==> src/rtl/alu_issue_stage_if.sv <==
// Handshake and operand bundle between the decode side, the ALU issue register and the ALU.
// The stage module uses the slave modport; the producer/consumer environment uses master.
interface alu_issue_stage_if #(
    parameter int XLEN = 32
);
    logic            in_valid;
    logic            in_ready;
    logic [31:0]     instr;
    logic [XLEN-1:0] pc;
    logic [XLEN-1:0] rs1_data;
    logic [XLEN-1:0] rs2_data;
    logic            flush;
    logic            fwd_valid;
    logic [4:0]      fwd_rd;
    logic [XLEN-1:0] fwd_data;
    logic            out_valid;
    logic            out_ready;
    logic [4:0]      alu_op;
    logic [XLEN-1:0] alu_r1;
    logic [XLEN-1:0] alu_r2;
    logic [4:0]      rd;
    logic            rd_we;
    logic            illegal;

    modport master (
        output in_valid, instr, pc, rs1_data, rs2_data, flush,
               fwd_valid, fwd_rd, fwd_data, out_ready,
        input  in_ready, out_valid, alu_op, alu_r1, alu_r2, rd, rd_we, illegal
    );

    modport slave (
        input  in_valid, instr, pc, rs1_data, rs2_data, flush,
               fwd_valid, fwd_rd, fwd_data, out_ready,
        output in_ready, out_valid, alu_op, alu_r1, alu_r2, rd, rd_we, illegal
    );
endinterface

==> src/rtl/alu_issue_stage.sv <==
// Registered ID/EX issue stage for the RV32I ALU: decodes OP/OP-IMM/LUI/AUIPC and registers one op per cycle.
// Define ALU_ISSUE_FORWARD_EN to let the forward bus override register-sourced operands at capture time.
module alu_issue_stage #(
    parameter int XLEN = 32
) (
    input  logic             clk,
    input  logic             rst_n,
    alu_issue_stage_if.slave issue_io
);

    localparam logic [6:0] OPC_OP     = 7'b0110011;
    localparam logic [6:0] OPC_OP_IMM = 7'b0010011;
    localparam logic [6:0] OPC_LUI    = 7'b0110111;
    localparam logic [6:0] OPC_AUIPC  = 7'b0010111;
    localparam logic [6:0] F7_ZERO    = 7'b0000000;
    localparam logic [6:0] F7_ALT     = 7'b0100000;

    typedef enum logic [4:0] {
        ALU_ADD  = 5'd0,
        ALU_SUB  = 5'd1,
        ALU_SLL  = 5'd2,
        ALU_SLT  = 5'd3,
        ALU_SLTU = 5'd4,
        ALU_XOR  = 5'd5,
        ALU_SRL  = 5'd6,
        ALU_SRA  = 5'd7,
        ALU_OR   = 5'd8,
        ALU_AND  = 5'd9
    } aluOp_e;

    logic [6:0]      opcode;
    logic [2:0]      funct3;
    logic [6:0]      funct7;
    logic [4:0]      rs1Idx;
    logic [4:0]      rs2Idx;
    logic [4:0]      rdIdx;
    logic [XLEN-1:0] immI;
    logic [XLEN-1:0] immU;
    logic            fwdRs1;
    logic            fwdRs2;
    logic [XLEN-1:0] rs1Val;
    logic [XLEN-1:0] rs2Val;
    logic            capture;

    aluOp_e          aluOp_d,   aluOp_q;
    logic [XLEN-1:0] aluR1_d,   aluR1_q;
    logic [XLEN-1:0] aluR2_d,   aluR2_q;
    logic            rdWe_d,    rdWe_q;
    logic            illegal_d, illegal_q;
    logic [4:0]      rd_q;
    logic            outValid_q;

    assign opcode = issue_io.instr[6:0];
    assign funct3 = issue_io.instr[14:12];
    assign funct7 = issue_io.instr[31:25];
    assign rs1Idx = issue_io.instr[19:15];
    assign rs2Idx = issue_io.instr[24:20];
    assign rdIdx  = issue_io.instr[11:7];
    assign immI   = {{(XLEN-12){issue_io.instr[31]}}, issue_io.instr[31:20]};
    assign immU   = {issue_io.instr[31:12], 12'b0};

`ifdef ALU_ISSUE_FORWARD_EN
    // Only OP reads rs2 from the register file, so only OP may forward into r2.
    assign fwdRs1 = issue_io.fwd_valid && (issue_io.fwd_rd != 5'd0) && (issue_io.fwd_rd == rs1Idx);
    assign fwdRs2 = issue_io.fwd_valid && (issue_io.fwd_rd != 5'd0) && (issue_io.fwd_rd == rs2Idx)
                    && (opcode == OPC_OP);
`else
    logic unusedFwd;
    assign unusedFwd = issue_io.fwd_valid ^ (^issue_io.fwd_rd) ^ (^issue_io.fwd_data);
    assign fwdRs1    = 1'b0;
    assign fwdRs2    = 1'b0;
`endif

    assign rs1Val = fwdRs1 ? issue_io.fwd_data : issue_io.rs1_data;
    assign rs2Val = fwdRs2 ? issue_io.fwd_data : issue_io.rs2_data;

    // Decode the incoming word into the operation that would be captured this cycle.
    always_comb begin
        aluOp_d   = ALU_ADD;
        aluR1_d   = '0;
        aluR2_d   = '0;
        illegal_d = 1'b0;
        case (opcode)
            OPC_OP: begin
                aluR1_d   = rs1Val;
                aluR2_d   = rs2Val;
                illegal_d = !((funct7 == F7_ZERO) ||
                              ((funct7 == F7_ALT) && ((funct3 == 3'b000) || (funct3 == 3'b101))));
                case (funct3)
                    3'b000:  aluOp_d = issue_io.instr[30] ? ALU_SUB : ALU_ADD;
                    3'b001:  aluOp_d = ALU_SLL;
                    3'b010:  aluOp_d = ALU_SLT;
                    3'b011:  aluOp_d = ALU_SLTU;
                    3'b100:  aluOp_d = ALU_XOR;
                    3'b101:  aluOp_d = issue_io.instr[30] ? ALU_SRA : ALU_SRL;
                    3'b110:  aluOp_d = ALU_OR;
                    default: aluOp_d = ALU_AND;
                endcase
            end
            OPC_OP_IMM: begin
                aluR1_d = rs1Val;
                aluR2_d = immI;
                case (funct3)
                    3'b000:  aluOp_d = ALU_ADD;
                    3'b001: begin
                        aluOp_d   = ALU_SLL;
                        illegal_d = (funct7 != F7_ZERO);
                    end
                    3'b010:  aluOp_d = ALU_SLT;
                    3'b011:  aluOp_d = ALU_SLTU;
                    3'b100:  aluOp_d = ALU_XOR;
                    3'b101: begin
                        aluOp_d   = issue_io.instr[30] ? ALU_SRA : ALU_SRL;
                        illegal_d = (funct7 != F7_ZERO) && (funct7 != F7_ALT);
                    end
                    3'b110:  aluOp_d = ALU_OR;
                    default: aluOp_d = ALU_AND;
                endcase
            end
            OPC_LUI: begin
                aluR2_d = immU;
            end
            OPC_AUIPC: begin
                aluR1_d = issue_io.pc;
                aluR2_d = immU;
            end
            default: begin
                illegal_d = 1'b1;
            end
        endcase
        if ((aluOp_d == ALU_SLL) || (aluOp_d == ALU_SRL) || (aluOp_d == ALU_SRA)) begin
            aluR2_d = {{(XLEN-5){1'b0}}, aluR2_d[4:0]};
        end
        rdWe_d = !illegal_d && (rdIdx != 5'd0);
    end

    assign issue_io.in_ready = !outValid_q || issue_io.out_ready;
    assign capture           = issue_io.in_valid && issue_io.in_ready;

    // Flush beats capture; payload is only loaded on a surviving capture and otherwise held.
    always_ff @(posedge clk or negedge rst_n) begin
        if (!rst_n) begin
            outValid_q <= 1'b0;
            aluOp_q    <= ALU_ADD;
            aluR1_q    <= '0;
            aluR2_q    <= '0;
            rd_q       <= 5'd0;
            rdWe_q     <= 1'b0;
            illegal_q  <= 1'b0;
        end else if (issue_io.flush) begin
            outValid_q <= 1'b0;
        end else if (capture) begin
            outValid_q <= 1'b1;
            aluOp_q    <= aluOp_d;
            aluR1_q    <= aluR1_d;
            aluR2_q    <= aluR2_d;
            rd_q       <= rdIdx;
            rdWe_q     <= rdWe_d;
            illegal_q  <= illegal_d;
        end else if (outValid_q && issue_io.out_ready) begin
            outValid_q <= 1'b0;
        end
    end

    assign issue_io.out_valid = outValid_q;
    assign issue_io.alu_op    = aluOp_q;
    assign issue_io.alu_r1    = aluR1_q;
    assign issue_io.alu_r2    = aluR2_q;
    assign issue_io.rd        = rd_q;
    assign issue_io.rd_we     = rdWe_q;
    assign issue_io.illegal   = illegal_q;

endmodule

==> src/flat_wrapper.sv <==
// flat-port wrapper written by rule: the top's interface ports become plain ports
module alu_issue_stage_flat 
#(
    parameter int XLEN = 32
)
  (clk, rst_n, issue_io_in_valid, issue_io_instr, issue_io_pc, issue_io_rs1_data, issue_io_rs2_data, issue_io_flush, issue_io_fwd_valid, issue_io_fwd_rd, issue_io_fwd_data, issue_io_out_ready, issue_io_in_ready, issue_io_out_valid, issue_io_alu_op, issue_io_alu_r1, issue_io_alu_r2, issue_io_rd, issue_io_rd_we, issue_io_illegal);
  alu_issue_stage_if #(.XLEN(XLEN)) issue_io_i ();
  input  logic clk;
  input  logic rst_n;
  input wire logic [$bits(issue_io_i.in_valid)-1:0] issue_io_in_valid;
  input wire logic [$bits(issue_io_i.instr)-1:0] issue_io_instr;
  input wire logic [$bits(issue_io_i.pc)-1:0] issue_io_pc;
  input wire logic [$bits(issue_io_i.rs1_data)-1:0] issue_io_rs1_data;
  input wire logic [$bits(issue_io_i.rs2_data)-1:0] issue_io_rs2_data;
  input wire logic [$bits(issue_io_i.flush)-1:0] issue_io_flush;
  input wire logic [$bits(issue_io_i.fwd_valid)-1:0] issue_io_fwd_valid;
  input wire logic [$bits(issue_io_i.fwd_rd)-1:0] issue_io_fwd_rd;
  input wire logic [$bits(issue_io_i.fwd_data)-1:0] issue_io_fwd_data;
  input wire logic [$bits(issue_io_i.out_ready)-1:0] issue_io_out_ready;
  output wire logic [$bits(issue_io_i.in_ready)-1:0] issue_io_in_ready;
  output wire logic [$bits(issue_io_i.out_valid)-1:0] issue_io_out_valid;
  output wire logic [$bits(issue_io_i.alu_op)-1:0] issue_io_alu_op;
  output wire logic [$bits(issue_io_i.alu_r1)-1:0] issue_io_alu_r1;
  output wire logic [$bits(issue_io_i.alu_r2)-1:0] issue_io_alu_r2;
  output wire logic [$bits(issue_io_i.rd)-1:0] issue_io_rd;
  output wire logic [$bits(issue_io_i.rd_we)-1:0] issue_io_rd_we;
  output wire logic [$bits(issue_io_i.illegal)-1:0] issue_io_illegal;
  assign issue_io_i.in_valid = issue_io_in_valid;
  assign issue_io_i.instr = issue_io_instr;
  assign issue_io_i.pc = issue_io_pc;
  assign issue_io_i.rs1_data = issue_io_rs1_data;
  assign issue_io_i.rs2_data = issue_io_rs2_data;
  assign issue_io_i.flush = issue_io_flush;
  assign issue_io_i.fwd_valid = issue_io_fwd_valid;
  assign issue_io_i.fwd_rd = issue_io_fwd_rd;
  assign issue_io_i.fwd_data = issue_io_fwd_data;
  assign issue_io_i.out_ready = issue_io_out_ready;
  assign issue_io_in_ready = issue_io_i.in_ready;
  assign issue_io_out_valid = issue_io_i.out_valid;
  assign issue_io_alu_op = issue_io_i.alu_op;
  assign issue_io_alu_r1 = issue_io_i.alu_r1;
  assign issue_io_alu_r2 = issue_io_i.alu_r2;
  assign issue_io_rd = issue_io_i.rd;
  assign issue_io_rd_we = issue_io_i.rd_we;
  assign issue_io_illegal = issue_io_i.illegal;
  alu_issue_stage #(.XLEN(XLEN)) u_core (.clk(clk), .rst_n(rst_n), .issue_io(issue_io_i));
endmodule
==> config.mk <==
export PLATFORM = sky130hd
export DESIGN_NAME = alu_issue_stage_flat
export DESIGN_NICKNAME = d
export VERILOG_FILES = /design/src/rtl/alu_issue_stage_if.sv /design/src/rtl/alu_issue_stage.sv /design/src/flat_wrapper.sv
export SDC_FILE = /design/constraint.sdc
export NUM_CORES = 1
export LEC_CHECK = 0
export CORE_MARGIN = 8
export CORE_UTILIZATION = 25
export CTS_CLUSTER_SIZE = 24
export DETAILED_ROUTE_END_ITERATION = 7
export PLACE_DENSITY_LB_ADDON = 0.2
export SLEW_MARGIN = 0
export SYNTH_ARGS = -nofsm -noshare
export SYNTH_HDL_FRONTEND = slang
export SYNTH_SLANG_ARGS = --single-unit
export TNS_END_PERCENT = 30
==> constraint.sdc <==
create_clock -name clk -period 3.37 [get_ports clk]
set_input_delay 0.674 -clock clk [delete_from_list [all_inputs] [get_ports clk]]
set_output_delay 0.674 -clock clk [all_outputs]
set_load 0.03 [all_outputs]
* Word-level counts from Yosys, hierarchy flattened
Cells that the tools add are included.
** Cells by class
- Equal/unequal tests :: 15
- Muxes and demuxes :: 13
- Bitwise operators :: 1
- Reduce and logical (&&, ||, !) cells :: 21
** Operators with widths (number)
- case mux 32 bit (3 select lines) :: 1
- case mux 5 bit (7 select lines) :: 2
- case mux 32 bit (2 select lines) :: 1
- two-way mux 32 bit :: 1
- == test 7 x 6 -> 1 bit, second input constant :: 3
- == test 7 x 5 -> 1 bit, second input constant :: 2
- == test 5 x 3 -> 1 bit, second input constant :: 2
- case mux 5 bit (2 select lines) :: 1
- == test 3 bit, second input constant :: 3
- logical NOT 7 bit :: 1
- != test 7 x 6 -> 1 bit, second input constant :: 1
- nonzero test 7 bit :: 1
- == test 3 x 2 -> 1 bit, second input constant :: 2
- == test 5 x 2 -> 1 bit, second input constant :: 1
- logical AND 1 bit :: 5
- logical OR 1 bit :: 5
- two-way mux 1 bit :: 5
- nonzero test 5 bit :: 1
- OR reduction 2 bit :: 2
- == test 3 x 1 -> 1 bit, second input constant :: 1
- logical NOT 1 bit :: 3
- logical NOT 3 bit :: 1
- case mux 1 bit (3 select lines) :: 1
- nonzero test 3 bit :: 1
- other kinds (3) :: 3
** Storage, ports and cells
- Register bits after elaboration :: 77
- Input bits :: 171
- Output and inout bits :: 78
- Word-level logic and storage cells :: 57

* Depth between registers and ports, before layout
- Depth after elaboration :: 8
- Mapped depth :: 6
- Gate-level depth less buffers :: 4

* Least setup slack after synthesis
Ideal clock, no wire load.
- Path type :: input port to flip-flop
- Start point :: input port issue_io_out_ready
- End point :: register u_core.rd_q[1] (netlist: u_core.issue_io.rd[1])
- Library setup time :: 128 ps
- Arrival :: 1906 ps
- Required time :: 3242 ps
- Path slack :: 1336 ps
- Stages on the path :: 5
- Buffers on the path :: 2
- Cell sequence :: nand2b_1 nand2_1 buf_2 buf_2 mux2_1
** Between the ends
- Cells in the longest elaborated chain, start to end :: 3
** RTL lines
- start, declared :: RTL line flat_wrapper.sv:19 : input wire logic [$bits(issue_io_i.out_ready)-1:0] issue_io_out_ready;
- logical OR 1 bit :: RTL line alu_issue_stage.sv:137 : assign issue_io.in_ready = !outValid_q || issue_io.out_ready;
- logical AND 1 bit :: RTL line alu_issue_stage.sv:138 : assign capture = issue_io.in_valid && issue_io.in_ready;
- AND reduction 2 bit (no source line)
- end signal, assigned :: RTL line alu_issue_stage.sv:157 : rd_q <= rdIdx;
- end, declared :: RTL line alu_issue_stage.sv:50 : logic [4:0] rd_q;
Every way passes these cells.
A chain may end at the register's enable or synchronous reset.

* Worst setup path in the final report
- Start point :: input port issue_io_out_ready
- End point :: output port issue_io_in_ready
** Between the ends
- Cells in the longest elaborated chain, start to end :: 1
** RTL lines
- logical OR 1 bit :: RTL line alu_issue_stage.sv:137
- end, declared :: RTL line flat_wrapper.sv:20 : output wire logic [$bits(issue_io_i.in_ready)-1:0] issue_io_in_ready;
Every way passes these cells.

==> metrics <==
outcome completed; fin crit share between 80% and 90%; worst skew pair latency 0.33 ns; worst-margin pin slew 1.01 ns; CTS tree done; clk sinks 76; Required @ worst endpoint 2.70 ns; DIE WIDTH 138 microns; First DRT Iteration DRCs 116; Post-Syn Area 0.00370 sq mm; Netlist cell types 36; clock network fraction of total power between 30 and 40%; RSZ-0062 raised after global routing no; row cnt 44; pwr dens ~360 mW/mm^2; Starting Density 25.6%; Avg Synthesized Cell Area 10.7 sq um; number of global-route vias before repair 3739; initial antenna violation count 1; Routed Wire Length around 14 mm; HPWL Detailed 10.3 mm; share of cells above drive strength 1 7.20%; CP max FO 5; clk_skew 0.00364 ns; Slew HR 32.7%; post-route ant nets 0; leakage power between 2 and 3 nW; first-pass GRT wire length 21.2 mm; Final #Nets 709; Overflow after GRT 0; crit end category output pin; Fin. Hold Viols 0; post-synthesis cell count approximately 350; Tmin final around 2.9 ns; Setup-failing EPs final 0; worst IR drop on VDD 0.000180 V; Ports 249; Net Count, Synth 516; pin count of the biggest net entering global routing 77; Slew Viols, Final 0; P_sw about 560 uW; Vias 3500; gr usage total 14.6%; Combinational Power Share 18.3%; synth warn 0; FMAX 349 MHz; postcts setup bufs 0; DR vias/cell 4.82; CTS root buf clkbuf_16; Residual DRC 0; Fill cells 1392; final core occ 42.5%; Layout area overhead 66.0%; PortBufs 209; Seq pwr share around 43%; H-tree depth 3; CTS buffer count 9; most frequent cells in the layout clkdlybuf4s50_1 (207), dfrtp_1 (76), nand2_1 (44); Avg WL per Cell 19.6 microns; Die Y 138 microns; prevailing post-synth register cell dfrtp_1; asr flop ratio synth 100%; Gates resized, CTS repair 0; Worst-path clk slew 0.06 ns; Internal Power 1.64 mW; Hold Path Class reg -> reg; most common cell after layout, fill and taps aside clkdlybuf4s50_1; core area about 0.014 sq mm; CTS Buffer Depth 2; DIE AREA approximately 0.019 sq mm; crit path DAT 2.19 ns; maxcap violations 0; sequential area share after synthesis about half; n_diodes 0; DRT Pass-1 Iters 6; number of hold buffers added after CTS 0; Routability Congestion 0.742; TNS Setup 0 ns; post-synthesis register bit count between 70 and 80; critical path class in -> out; Startpoint Class input pin; number of synthesized flops with an enable pin 0; Sw Share 25.3%
==> worst paths after layout <==
check | startpoint | to | slack (ns) | cells after the start
max in group asynchronous | rst_n | u_core.issue_io.alu_r2[15]$_DFFE_PN0P_ | 2.20 | 1
setup reg to reg | u_core.issue_io.out_valid$_DFFE_PN0P_ | u_core.issue_io.alu_r2[4]$_DFFE_PN0P_ | 1.49 | 4
hold / removal | u_core.issue_io.alu_r2[16]$_DFFE_PN0P_ | u_core.issue_io.alu_r2[16]$_DFFE_PN0P_ | 0.48 | 2
min in group asynchronous | rst_n | u_core.issue_io.alu_r1[15]$_DFFE_PN0P_ | 0.51 | 1
setup / recovery | issue_io_out_ready | issue_io_in_ready | 0.51 | 3
hold reg to reg | u_core.issue_io.alu_r2[16]$_DFFE_PN0P_ | u_core.issue_io.alu_r2[16]$_DFFE_PN0P_ | 0.48 | 2
==> logic make-up after synthesis <==
group	share of synthesized area [%]
mux	5.14
xor+xnor	0.237
flops	51.4
compound gates	24.0
other cells	0.101
buf+inv	5.24
simple gates	13.9
==> per-layer routing <==
metal | GRT usage, % | vias to the layer above | wire length (microns)
met4 | 5.67 | 2 | 213
met1 | 17.9 | 1653 | 6100
li1 | - | 1665 | -
met2 | 22.1 | 164 | 6060
met3 | 6.38 | 16 | 1820
met5 | 0 | - | 10
==> power groups by stage <==
| stage | logic [mW] | clock network (mW) | registers, mW |
|---|---|---|---|
| finish | 0.403 | 0.852 | 0.946 |
| global route | 0.435 | 0.927 | 0.948 |
| CTS | 0.410 | 0.889 | 0.946 |
| detailed placement | 0.408 | 0 | 0.962 |
| global placement | 0.402 | 0 | 0.961 |
| floorplan | 0.108 | 0 | 1.01 |
==> sequential cells by signal, indices dropped and copies added (netlist names) <==
register / flops
u_core.issue_io.alu_r1: 32
u_core.issue_io.illegal: 1
u_core.issue_io.out_valid: 1
u_core.issue_io.rd_we: 1
u_core.issue_io.alu_r2: 32
u_core.issue_io.rd: 5
u_core.issue_io.alu_op: 4
==> synthesized netlist by cell type (2+ instances only) <==
library cell | n | area (sq um)
dfrtp_1 | 76 | 1900
nand2_1 | 45 | 169
a21oi_1 | 41 | 205
a221o_1 | 32 | 320
and2_0 | 22 | 138
o31ai_1 | 20 | 150
mux2_2 | 13 | 146
clkbuf_1 | 12 | 45.0
buf_2 | 11 | 55.1
a32o_1 | 10 | 100
and2_1 | 10 | 62.6
a22o_1 | 7 | 61.3
nand2b_1 | 7 | 43.8
buf_4 | 4 | 30.0
buf_6 | 4 | 45.0
o21ai_0 | 4 | 20.0
buf_1 | 3 | 11.3
mux2_1 | 3 | 33.8
nor2_1 | 3 | 11.3
inv_1 | 2 | 7.51
==> metrics by stage <==
step | cells | power, mW | cell area (sq um) | setup slack (ns) | hold slack, ns
floorplan | 345 | 1.11 | 3700 | 1.34 | 0.378
global placement | 711 | 1.36 | 5900 | 0.534 | 0.459
detailed placement | 711 | 1.37 | 5900 | 0.521 | 0.465
CTS | 726 | 2.24 | 6150 | 0.513 | 0.477
global route | 726 | 2.31 | 6150 | 0.475 | 0.505
finish | 726 | 2.20 | 6150 | 0.505 | 0.477
==> critical path, cell delays in order <==
cell             delay [ns]
clkdlybuf4s50_1        0.47
nand2b_1               0.31
clkdlybuf4s50_1        0.74
==> final cells by class <==
type | instances | area, sq um | area share (%)
clock inverter | 3 | 15.0 | 0.244
sequential | 76 | 1900 | 30.9
inverter | 2 | 7.51 | 0.122
tap | 184 | 230 | 3.74
multi-input combinational | 233 | 1620 | 26.4
timing repair buffer | 216 | 2140 | 34.8
clock buffer | 12 | 236 | 3.85
Power figures use the tool's default switching activity.
